[config.mk]
export PLATFORM = sky130hd
export DESIGN_NAME = uart_receiver
export DESIGN_NICKNAME = d
export VERILOG_FILES = /design/src/rtl/uart_receiver.sv
export SDC_FILE = /design/constraint.sdc
export NUM_CORES = 1
export LEC_CHECK = 0
export BUFFER_PORTS_ARGS = -buffer_cell sky130_fd_sc_hd__buf_4
export CELL_PAD_IN_SITES_DETAIL_PLACEMENT = 1
export CELL_PAD_IN_SITES_GLOBAL_PLACEMENT = 1
export CORE_MARGIN = 2
export CORE_UTILIZATION = 46
export DETAILED_ROUTE_END_ITERATION = 7
export GPL_ROUTABILITY_DRIVEN = 0
export PLACE_DENSITY = 0.87
export SLEW_MARGIN = 20
export SYNTH_ARGS = -nofsm -noshare
export SYNTH_HDL_FRONTEND = slang
export SYNTH_SLANG_ARGS = --single-unit
[constraint.sdc]
create_clock -name i_clk -period 2.18 [get_ports i_clk]
set_input_delay 0.109 -clock i_clk [delete_from_list [all_inputs] [get_ports i_clk]]
set_output_delay 0.109 -clock i_clk [all_outputs]
set_load 0.02 [all_outputs]
[src/rtl/uart_receiver.sv]
// uart_receiver: UART receive engine (start, 8 data LSB-first, optional parity, stop)
// with valid/ready output handshake and parity/framing/overrun status.
module uart_receiver #(
   parameter int CLKS_PER_BIT = 16,
   parameter int PARITY_EN    = 1,
   parameter int PARITY_ODD   = 0
) (
   input  logic       i_clk,
   input  logic       i_rst_n,
   input  logic       i_rx,
   input  logic       i_ready,
   output logic [7:0] o_data_out,
   output logic       o_valid,
   output logic       o_parity_error,
   output logic       o_framing_error,
   output logic       o_overrun,
   output logic       o_busy
);
   localparam int CW = $clog2(CLKS_PER_BIT);
   localparam logic [CW-1:0] HALF_M1 = CW'(CLKS_PER_BIT / 2 - 1);
   localparam logic [CW-1:0] FULL_M1 = CW'(CLKS_PER_BIT - 1);

   typedef enum logic [2:0] {IDLE, START, DATA, PARITY, STOP} state_t;

   state_t        r_state;
   logic          r_rx1, r_rx2, r_rx3;
   logic          r_brk, r_par;
   logic [CW-1:0] r_cnt;
   logic [2:0]    r_bit;
   logic [7:0]    r_shift;
   logic          w_fall, w_half, w_full;

   assign w_fall = r_rx3 & ~r_rx2;
   assign w_half = r_cnt == HALF_M1;
   assign w_full = r_cnt == FULL_M1;

   always_ff @(posedge i_clk or negedge i_rst_n) begin
      if (!i_rst_n) begin
         r_state         <= IDLE;
         r_rx1           <= 1'b1;
         r_rx2           <= 1'b1;
         r_rx3           <= 1'b1;
         r_brk           <= 1'b0;
         r_par           <= 1'b0;
         r_cnt           <= '0;
         r_bit           <= '0;
         r_shift         <= '0;
         o_data_out      <= '0;
         o_valid         <= 1'b0;
         o_parity_error  <= 1'b0;
         o_framing_error <= 1'b0;
         o_overrun       <= 1'b0;
         o_busy          <= 1'b0;
      end else begin
         r_rx1 <= i_rx;
         r_rx2 <= r_rx1;
         r_rx3 <= r_rx2;
         if (o_valid && i_ready) begin
            o_valid   <= 1'b0;
            o_overrun <= 1'b0;
         end
         case (r_state)
            IDLE: begin
               r_cnt <= '0;
               r_bit <= '0;
               // after a break the line must return high before a new edge counts
               if (r_brk) r_brk <= ~r_rx2;
               else if (w_fall) begin
                  r_state <= START;
                  o_busy  <= 1'b1;
               end
            end
            START: begin
               r_cnt <= w_half ? '0 : r_cnt + CW'(1);
               if (w_half) begin
                  r_state <= r_rx2 ? IDLE : DATA;
                  o_busy  <= ~r_rx2;
               end
            end
            DATA: begin
               r_cnt <= w_full ? '0 : r_cnt + CW'(1);
               if (w_full) begin
                  r_shift <= {r_rx2, r_shift[7:1]};
                  r_bit   <= r_bit + 3'd1;
                  if (r_bit == 3'd7) r_state <= (PARITY_EN != 0) ? PARITY : STOP;
               end
            end
            PARITY: begin
               r_cnt <= w_full ? '0 : r_cnt + CW'(1);
               if (w_full) begin
                  r_par   <= r_rx2;
                  r_state <= STOP;
               end
            end
            STOP: begin
               r_cnt <= w_full ? '0 : r_cnt + CW'(1);
               // return to IDLE at the stop sample so back-to-back frames are caught
               if (w_full) begin
                  r_state         <= IDLE;
                  o_busy          <= 1'b0;
                  r_brk           <= ~r_rx2;
                  o_data_out      <= r_shift;
                  o_parity_error  <= (PARITY_EN != 0) && (r_par != (^r_shift ^ 1'(PARITY_ODD)));
                  o_framing_error <= ~r_rx2;
                  o_valid         <= 1'b1;
                  o_overrun       <= o_valid & ~i_ready;
               end
            end
            default: r_state <= IDLE;
         endcase
      end
   end
endmodule

==> impl_results.md, run 1 <==
- Outcome: finished, final reports clean
- Top cells by area, synth: dfrtp_1, nand2_1, mux2_2, dfstp_2, xnor2_1
- Cts bufs inserted: 5
- DR WL/cell: 18.1 um
- R2R depth: 5
- Clock Skew: 0.0159 ns
- # rows: 22
- Port bufs: 16
- Combinational group share of total power: 0.285
- Filler instances: 410
- Synth cell types: 37
- WL met3: 116 um
- Crit path from: r_cnt[0]
- Achievable Freq: 508 MHz
- Total Power: 0.00200 W
- Die width: 65.2 um
- DRT iter0 DRCs: 85
- Seq cells post-synth: 36
- Post-synthesis cell count: 159
- Max-cap violations: 0
- Flop pwr share: 0.468
- Vias: 1305
- DP HPWL: 2.95 mm
- Worst skew pair latency: 0.29 ns
- Pint: 0.00131 W
- Met2 wire len: 2.33 mm
- Worst Path Arrival: 2.14 ns
- Synthesized area per cell: 10.8 um^2
- Worst vdd ir: 0.403 mV
- Post-layout minimum cycle time: 1.97 ns
- GRT Total Usage: 0.234
- Crit path capture: r_bit[0]
- Post-Layout Cell Count: 232
- RR Endpoint: r_bit[0]
- Nets: 190
- Antenna-violating nets left: 0
- Clk network pwr share: 0.247
- Dpl ws: 0.306 ns
- Routed length on met1: 1.65 mm
- Vias in the first global route: 1447
- Unrepaired setup endpoints after global routing: no
- Vias per inst: 5.63
- Setup ws final: 0.212 ns
- Fin. max-slew vios: 0
- Die H: 65.2 um
- Antenna Cells: 0
- Worst Path Max Fanout: 10
- Multi-input gate area: 761 um^2
- Switch Pwr: 0.000687 W
- CP required: 2.35 ns
- Global-route wire length before repair: 7.32 mm
- Clk sinks: 36
- I/O pin cnt: 17
- Largest net degree at the start of global routing: 37
- Netlist Area Pre-Place: 1720 um^2
- Final Hold Viols: 0
- DRC: 0
- Worst hold path type: in -> async
- Reg2reg setup slack: 0.21 ns
- Reg-to-Reg Start: r_cnt[0]
- Share of cells above drive strength 1: 0.266
- Drt first pass iters: 4
- Antenna violations before repair: 0
- CTS root buf: clkbuf_8
- Seq/Total Area, Yosys: 0.526
- Post-synth top area share: 0.480
- Syn_nets: 166
- Post-CTS resize count: 0
- Starting Density: 0.473
- Reg area: 905 um^2
- Die area: 4250 um^2
- Wirelength, routed: 4.21 mm
- Setup violators final: 0
- Placed cells: 221
- Clk buf depth: 2
- Core area: 3630 um^2
- CTS H-tree lvls: 2
- Smallest hold slack: 0.302 ns
- Switching Fraction: 0.344
- Largest area contributor in the netlist: dfrtp_1
- Synthesis-to-finish area growth: 16.9%
- Highest Signal Layer: met4
- Power per Cell Area: 993 nW/um^2
- Grt ovf: 0
- Leak Pwr: 0.962 nW
- CP Launch Type: register
- Setup TNS: 0 ns
- Worst Tran Pin Value: 0.541 ns
- CTS tree: done
- Crit end category: register
- Headroom to the max-slew limit: 0.639
- Ratio of final minimum period to clock period: 0.903
- Kind of critical path: reg -> reg
- Clock-pin slew of the registers on the worst-case setup and hold paths: 0.08 ns
- Yosys warning count: 0
- Setup bufs post-CTS: 0
-- flip-flops by register name, summed over array words and instances (netlist names) --
| name | flops |
|---|---|
| r_rx3 | 1 |
| r_cnt | 4 |
| r_state | 3 |
| o_data_out | 8 |
| r_brk | 1 |
| o_valid | 1 |
| r_shift | 8 |
| o_parity_error | 1 |
| o_framing_error | 1 |
| r_rx1 | 1 |
| o_busy | 1 |
| r_bit | 3 |
| r_par | 1 |
| o_overrun | 1 |
| r_rx2 | 1 |
-- placed cells by master, fill, tap and decap left out, types with 2 or more instances in the layout --
cell type / synthesis / routed
nand2_1: 36 / 36
dfrtp_1: 33 / 33
buf_4: 2 / 20
mux2_2: 12 / 12
o21ai_0: 9 / 9
a21oi_1: 7 / 7
nor2_1: 7 / 7
xnor2_1: 6 / 6
clkbuf_8: 0 / 6
inv_1: 4 / 4
nand3_1: 4 / 4
nor3_1: 4 / 4
a21boi_0: 3 / 3
ha_1: 3 / 3
dlygate4sd3_1: 0 / 3
dfstp_2: 3 / 3
xor2_1: 2 / 2
o211ai_1: 2 / 2
clkbuf_1: 1 / 2
-- stage by stage --
| stage | utilization | area [um^2] |
|---|---|---|
| after floorplan | - | 1720 |
| after detailed placement | 0.520 | 1890 |
| after CTS | 0.553 | 2010 |
| after global placement | 0.520 | 1890 |
| final | 0.553 | 2010 |
| after global routing | 0.553 | 2010 |
-- worst min path at each step --
stage,from,endpoint,slack (ns),cells past startpoint
after floorplan,i_rst_n,o_busy,-0.19,0
after global placement,i_rst_n,r_cnt[2],0.08,1
after detailed placement,i_rst_n,r_cnt[2],0.09,1
after CTS,i_rst_n,r_cnt[2],0.33,2
after global routing,i_rst_n,r_cnt[3],0.35,2
final,i_rst_n,r_cnt[3],0.30,2
-- power by group through the flow --
stage	sequential (W)	combinational [W]	clock [W]
6_report	0.000935	0.000570	0.000493
5_1_grt	0.000950	0.000632	0.000542
4_1_cts	0.000928	0.000567	0.000498
3_5_place_dp	0.000942	0.000559	0
3_3_place_gp	0.000923	0.000497	0
2_1_floorplan	0.000884	0.000442	0
-- worst max-delay path, stage by stage (launching register included) --
cell     delay [ns]
dfrtp_1        0.44
ha_1           0.33
nand3_4        0.19
nor3_4         0.46
nor2_1         0.14
mux2_2         0.29
-- synth_stat cells (all sizes together) --
master / instances
xor2: 2
nor2b: 1
clkbuf: 1
a31o: 1
o21ai: 10
dfrtp: 33
or4b: 1
xnor2: 6
nor3: 5
a21oi: 7
nand3: 5
buf: 5
dfstp: 3
a21o: 1
inv: 4
a21boi: 3
or3b: 1
o221ai: 1
a22o: 1
nand2: 36
ha: 3
or2: 1
nand2b: 1
o211ai: 2
mux2i: 1
nor4b: 2
xnor3: 1
nor2: 7
a311oi: 1
mux2: 12
o31ai: 1
-- kinds of logic (layout without fill, tap and decap cells) --
group,count (synthesis),count (layout),synth area share
flops,36,36,0.526
buf+inv,10,35,0.0320
simple gates,60,60,0.180
xor+xnor,9,9,0.0538
fa+ha+maj,3,3,0.0218
compound gates,28,28,0.103
mux,13,13,0.0844
-- timing repair --
item | CTS | global route
hold endpoints to repair | 35 | 0
endpoints found under the setup margin | 0 | 0
hold buffers | 3 | 0
-- cell type report --
type                            instances  area share
Clock buffer                            8      0.0448
Multi-Input combinational cell        113       0.378
Timing Repair Buffer                   23      0.0896
Tap cell                               48      0.0299
Sequential cell                        36       0.450
Inverter                                4     0.00747
-- per-layer routing --
| layer | up-vias | GRT usage |
|---|---|---|
| met4 | 0 | 0.0964 |
| met3 | 10 | 0.0514 |
| met5 | - | 0 |
| met2 | 24 | 0.436 |
| li1 | 594 | - |
| met1 | 677 | 0.257 |
Note: power is estimated with default switching activity, not from simulation.
==> run 2: changes to the inputs <==
Settings changed: CAP_MARGIN set to 10, CORE_MARGIN 2 to 1.5, CORE_UTILIZATION 46 to 45, PLACE_DENSITY 0.87 to 0.86.
==> impl_results.md, run 2 (same netlist as run 1, synthesis figures left out) <==
- Die width: 64.8 um
- Max-cap violations: 0
- Die H: 64.8 um
- Reg-to-Reg Start: r_cnt[0]
- Drt first pass iters: 4
- Setup violators final: 0
- Worst path cell trace: ha_1, nand3_4, nor3_4, nor2_1, mux2_2
- Largest net degree at the start of global routing: 37
- Filler instances: 404
- Wirelength, routed: 3.68 mm
- Reg2reg setup slack: 0.33 ns
- DP HPWL: 2.63 mm
- Hold buffers post-CTS: 3
- Worst Tran Pin Value: 0.518 ns
- Setup bufs post-CTS: 0
- Post-CTS resize count: 0
- Post-layout minimum cycle time: 1.85 ns
- Fin. max-slew vios: 0
- Dpl ws: 0.317 ns
- CTS tree: done
- Vias per inst: 5.27
- Worst Path Arrival: 2.03 ns
- Clk buf depth: 2
- Worst hold path type: in -> async
- Antenna Cells: 0
- Share of cells above drive strength 1: 0.277
- Nets: 190
- Clock-pin slew of the registers on the worst-case setup and hold paths: 0.07 ns
- CTS root buf: clkbuf_8
- R2R depth: 5
- Final Hold Viols: 0
- Antenna violations before repair: 0
- Worst skew pair latency: 0.29 ns
- DR WL/cell: 15.9 um
- Crit end category: register
- Die area: 4200 um^2
- Commonest non-fill, non-tap cell in the layout: nand2_1
- Kind of critical path: reg -> reg
- Core area: 3660 um^2
- Outcome: finished, final reports clean
- Clk sinks: 36
- Starting Density: 0.470
- Grt ovf: 0
- Slowest CP cell: nor3_4
- Vias in the first global route: 1253
- Largest delay share family, worst path: simple AND/OR/NAND/NOR gates
- Power per Cell Area: 956 nW/um^2
- Worst Path Max Fanout: 10
- I/O pin cnt: 17
- RR Endpoint: r_bit[0]
- Setup ws final: 0.326 ns
- CP Launch Type: register
- Utilization after layout: 0.549
- Smallest hold slack: 0.298 ns
- DRC: 0
- Setup TNS: 0 ns
- Clock Skew: 0.00426 ns
- Worst vdd ir: 0.436 mV
- Worst path max stage delay: 0.47 ns
- Antenna-violating nets left: 0
- CTS H-tree lvls: 2
- CP required: 2.36 ns
- Ratio of final minimum period to clock period: 0.850
- Headroom to the max-slew limit: 0.655
- GRT Total Usage: 0.203
- Most frequent cells in the layout: nand2_1, dfrtp_1, buf_4
- Buf/Inv on CP: 0
- # rows: 22
- Leak Pwr: 0.965 nW
- Largest registers: o_data_out (8), r_shift (8), r_cnt (4)
- Port bufs: 16
- Cts bufs inserted: 5
- DRT iter0 DRCs: 63
- Unrepaired setup endpoints after global routing: no
- Synthesis-to-finish area growth: 16.7%
- Vias: 1222
- Achievable Freq: 539 MHz
- Global-route wire length before repair: 6.24 mm
==> run 2: cell types whose count changed in the layout (fill, tap and decap cells not counted), sizes merged <==
cell    delta
clkbuf     -3
clkinv     +3
==> run 2: layer usage <==
layer | GRT usage | vias to the layer above | part of all wire
met5 | 0 | - | 0
met4 | 0.0718 | 0 | 0.011
met3 | 0.0625 | 5 | 0.033
met1 | 0.251 | 606 | 0.44
li1 | - | 592 | -
met2 | 0.335 | 19 | 0.52
==> run 2: how the worst max path moves through the flow <==
stage	depth (start not counted)	slack (ns)	to	from
finish	5	0.33	r_bit[0]	r_cnt[0]
detailed placement	5	0.32	r_bit[0]	r_cnt[0]
CTS	5	0.31	r_bit[0]	r_cnt[0]
floorplan	4	0.50	o_parity_error	r_cnt[0]
global route	5	0.16	r_state[0]	r_cnt[1]
global placement	5	0.37	r_bit[0]	r_cnt[0]
==> run 2: worst register-to-register path, cell delays in order, from the launching register on <==
cell     delay (ns)
dfrtp_1        0.40
ha_1           0.29
nand3_4        0.17
nor3_4         0.47
nor2_1         0.14
mux2_2         0.28
==> run 2: through the flow <==
stage / area, um^2 / power [W] / instances
detailed placement: 1890 / 0.00146 / 221
finish: 2010 / 0.00192 / 232
floorplan: 1720 / 0.00133 / 159
global route: 2010 / 0.00205 / 232
CTS: 2010 / 0.00195 / 232
global placement: 1890 / 0.00142 / 221
==> run 2: power breakdown <==
group	switching (W)	total, W	internal, W
Combinational	0.000256	0.000529	0.000272
Sequential	0.000147	0.000923	0.000776
Clock	0.000245	0.000468	0.000222
Total	0.000649	0.00192	0.00127
==> run 2: area by class of cell <==
| cell class | instances | area [um^2] | share of cell area |
|---|---|---|---|
| clock inverter | 3 | 18.8 | 0.00935 |
| multi-input combinational | 113 | 761 | 0.379 |
| sequential | 36 | 905 | 0.450 |
| inverter | 4 | 15.0 | 0.00748 |
| timing repair buffer | 23 | 180 | 0.0897 |
| tap | 48 | 60.1 | 0.0299 |
| clock buffer | 5 | 68.8 | 0.0343 |
==> run 3: changes to the inputs <==
Settings changed: CELL_PAD_IN_SITES_DETAIL_PLACEMENT 1 to 0, CELL_PAD_IN_SITES_GLOBAL_PLACEMENT 1 to 2, CORE_UTILIZATION 45 to 38, PLACE_DENSITY 0.86 to 0.87.
==> impl_results.md, run 3 (same netlist as run 1, synthesis figures left out) <==
- Worst Path Arrival: 2.07 ns
- Post-Layout Cell Count: 235
- Kind of critical path: reg -> reg
- Final Hold Viols: 0
- Clk buf depth: 2
- Crit end category: register
- Slowest CP cell: nor3_4
- CTS H-tree lvls: 2
- Synthesis-to-finish area growth: 18.8%
- Outcome: finished, final reports clean
- Vias in the first global route: 1240
- CP required: 2.35 ns
- Antenna-violating nets left: 0
- Worst hold path type: in -> async
- Leak Pwr: 0.976 nW
- I/O pin cnt: 17
- Buf/Inv on CP: 0
- Die H: 70.3 um
- Unrepaired setup endpoints after global routing: no
- Antenna violations before repair: 0
- Post-layout minimum cycle time: 1.90 ns
- Achievable Freq: 527 MHz
- Clock-pin slew of the registers on the worst-case setup and hold paths: 0.08 ns
- Die area: 4940 um^2
- Antenna Cells: 0
- CP Launch Type: register
- Placed cells: 224
- Setup TNS: 0 ns
- Fin. max-slew vios: 0
- Vias: 1229
- Headroom to the max-slew limit: 0.625
- Worst Tran Pin Value: 0.560 ns
- DP HPWL: 2.41 mm
- Nets: 189
- Global-route wire length before repair: 6.07 mm
- Worst vdd ir: 0.493 mV
- Commonest non-fill, non-tap cell in the layout: nand2_1
- DRC: 0
- Cts bufs inserted: 5
- Largest delay share family, worst path: simple AND/OR/NAND/NOR gates
- Clock Skew: 0.00564 ns
- Utilization after layout: 0.470
- Vias per inst: 5.23
- GRT Total Usage: 0.158
- Largest registers: o_data_out (8), r_shift (8), r_cnt (4)
- Largest net degree at the start of global routing: 37
- # rows: 24
- Starting Density: 0.395
- DR WL/cell: 14.9 um
- CTS tree: done
- Setup violators final: 0
- Worst path cell trace: ha_1, nand3_4, nor3_4, nor2_1, mux2_2
- CTS root buf: clkbuf_8
- Setup bufs post-CTS: 0
- Grt ovf: 0
- Power per Cell Area: 1020 nW/um^2
- Total Power: 0.00209 W
- Wirelength, routed: 3.51 mm
- Port bufs: 16
- Ratio of final minimum period to clock period: 0.870
- Worst path max stage delay: 0.48 ns
- Worst skew pair latency: 0.29 ns
- Die width: 70.3 um
- Worst Path Max Fanout: 10
- Most frequent cells in the layout: nand2_1, dfrtp_1, buf_4
- Core area: 4350 um^2
- Drt first pass iters: 4
- DRT iter0 DRCs: 76
- Clk sinks: 36
- Share of cells above drive strength 1: 0.273
- Max-cap violations: 0
==> run 3: cell types whose count changed in the layout (fill, tap and decap cells not counted) <==
cell	delta
clkinv_4	-1
clkinv_2	-2
clkbuf_8	+2
buf_4	-1
bufinv_16	+1
==> run 3: path summary, 6_finish.rpt <==
kind / startpoint / to / slack [ns] / cells after the start
worst max-delay path: r_cnt[0] / r_bit[0] / 0.28 / 5
worst min-delay path: i_rst_n / r_brk / 0.31 / 2
worst max register to register: r_cnt[0] / r_bit[0] / 0.28 / 5
worst min register to register: r_rx1 / r_rx2 / 0.36 / 0
max in group asynchronous: i_rst_n / r_rx3 / 1.52 / 2
min in group i_clk: r_rx1 / r_rx2 / 0.36 / 0
==> run 3: what timing repair did <==
action,4_1_cts,5_1_grt
endpoints found under the hold margin,35,0
hold buffers,3,0
gates resized for setup,0,0
==> run 3: per-layer routing <==
metal  GRT usage  wire, um  vias to the layer above
li1            -         -                      596
met1       0.208      1610                      597
met4      0.0769        59                        0
met5           0         0                        -
met2       0.245      1700                       30
met3      0.0346       134                        6
==> run 3: area by class of cell <==
| class | count | area (um^2) |
|---|---|---|
| multi-input combinational | 113 | 761 |
| timing repair buffer | 22 | 173 |
| sequential | 36 | 905 |
| inverter | 4 | 15.0 |
| clock inverter | 1 | 30.0 |
| fill | 409 | 2310 |
| clock buffer | 7 | 96.3 |
| tap | 52 | 65.1 |
==> run 3: report_power, final <==
| part | switching (W) | internal (W) | leakage, nW |
|---|---|---|---|
| logic | 0.000250 | 0.000270 | 0.440 |
| registers | 0.000145 | 0.000776 | 0.471 |
| clock network | 0.000243 | 0.000404 | 0.0645 |
| total | 0.000638 | 0.00145 | 0.976 |
==> run 3: worst register-to-register path, delay by kind of cell, from the launching register on <==
family                     cells  cell delay, ns
adders and majority gates      1            0.28
DFF                            1            0.41
muxes                          1            0.29
and+or+nand+nor                3            0.81
==> run 3: metrics by stage <==
stage	cell area, um^2	worst slack, ns	hold slack (ns)
finish	2040	0.282	0.314
global placement	1890	0.343	0.0887
global route	2040	0.167	0.339
floorplan	1720	0.503	-0.187
detailed placement	1890	0.280	0.0914
CTS	2040	0.266	0.318
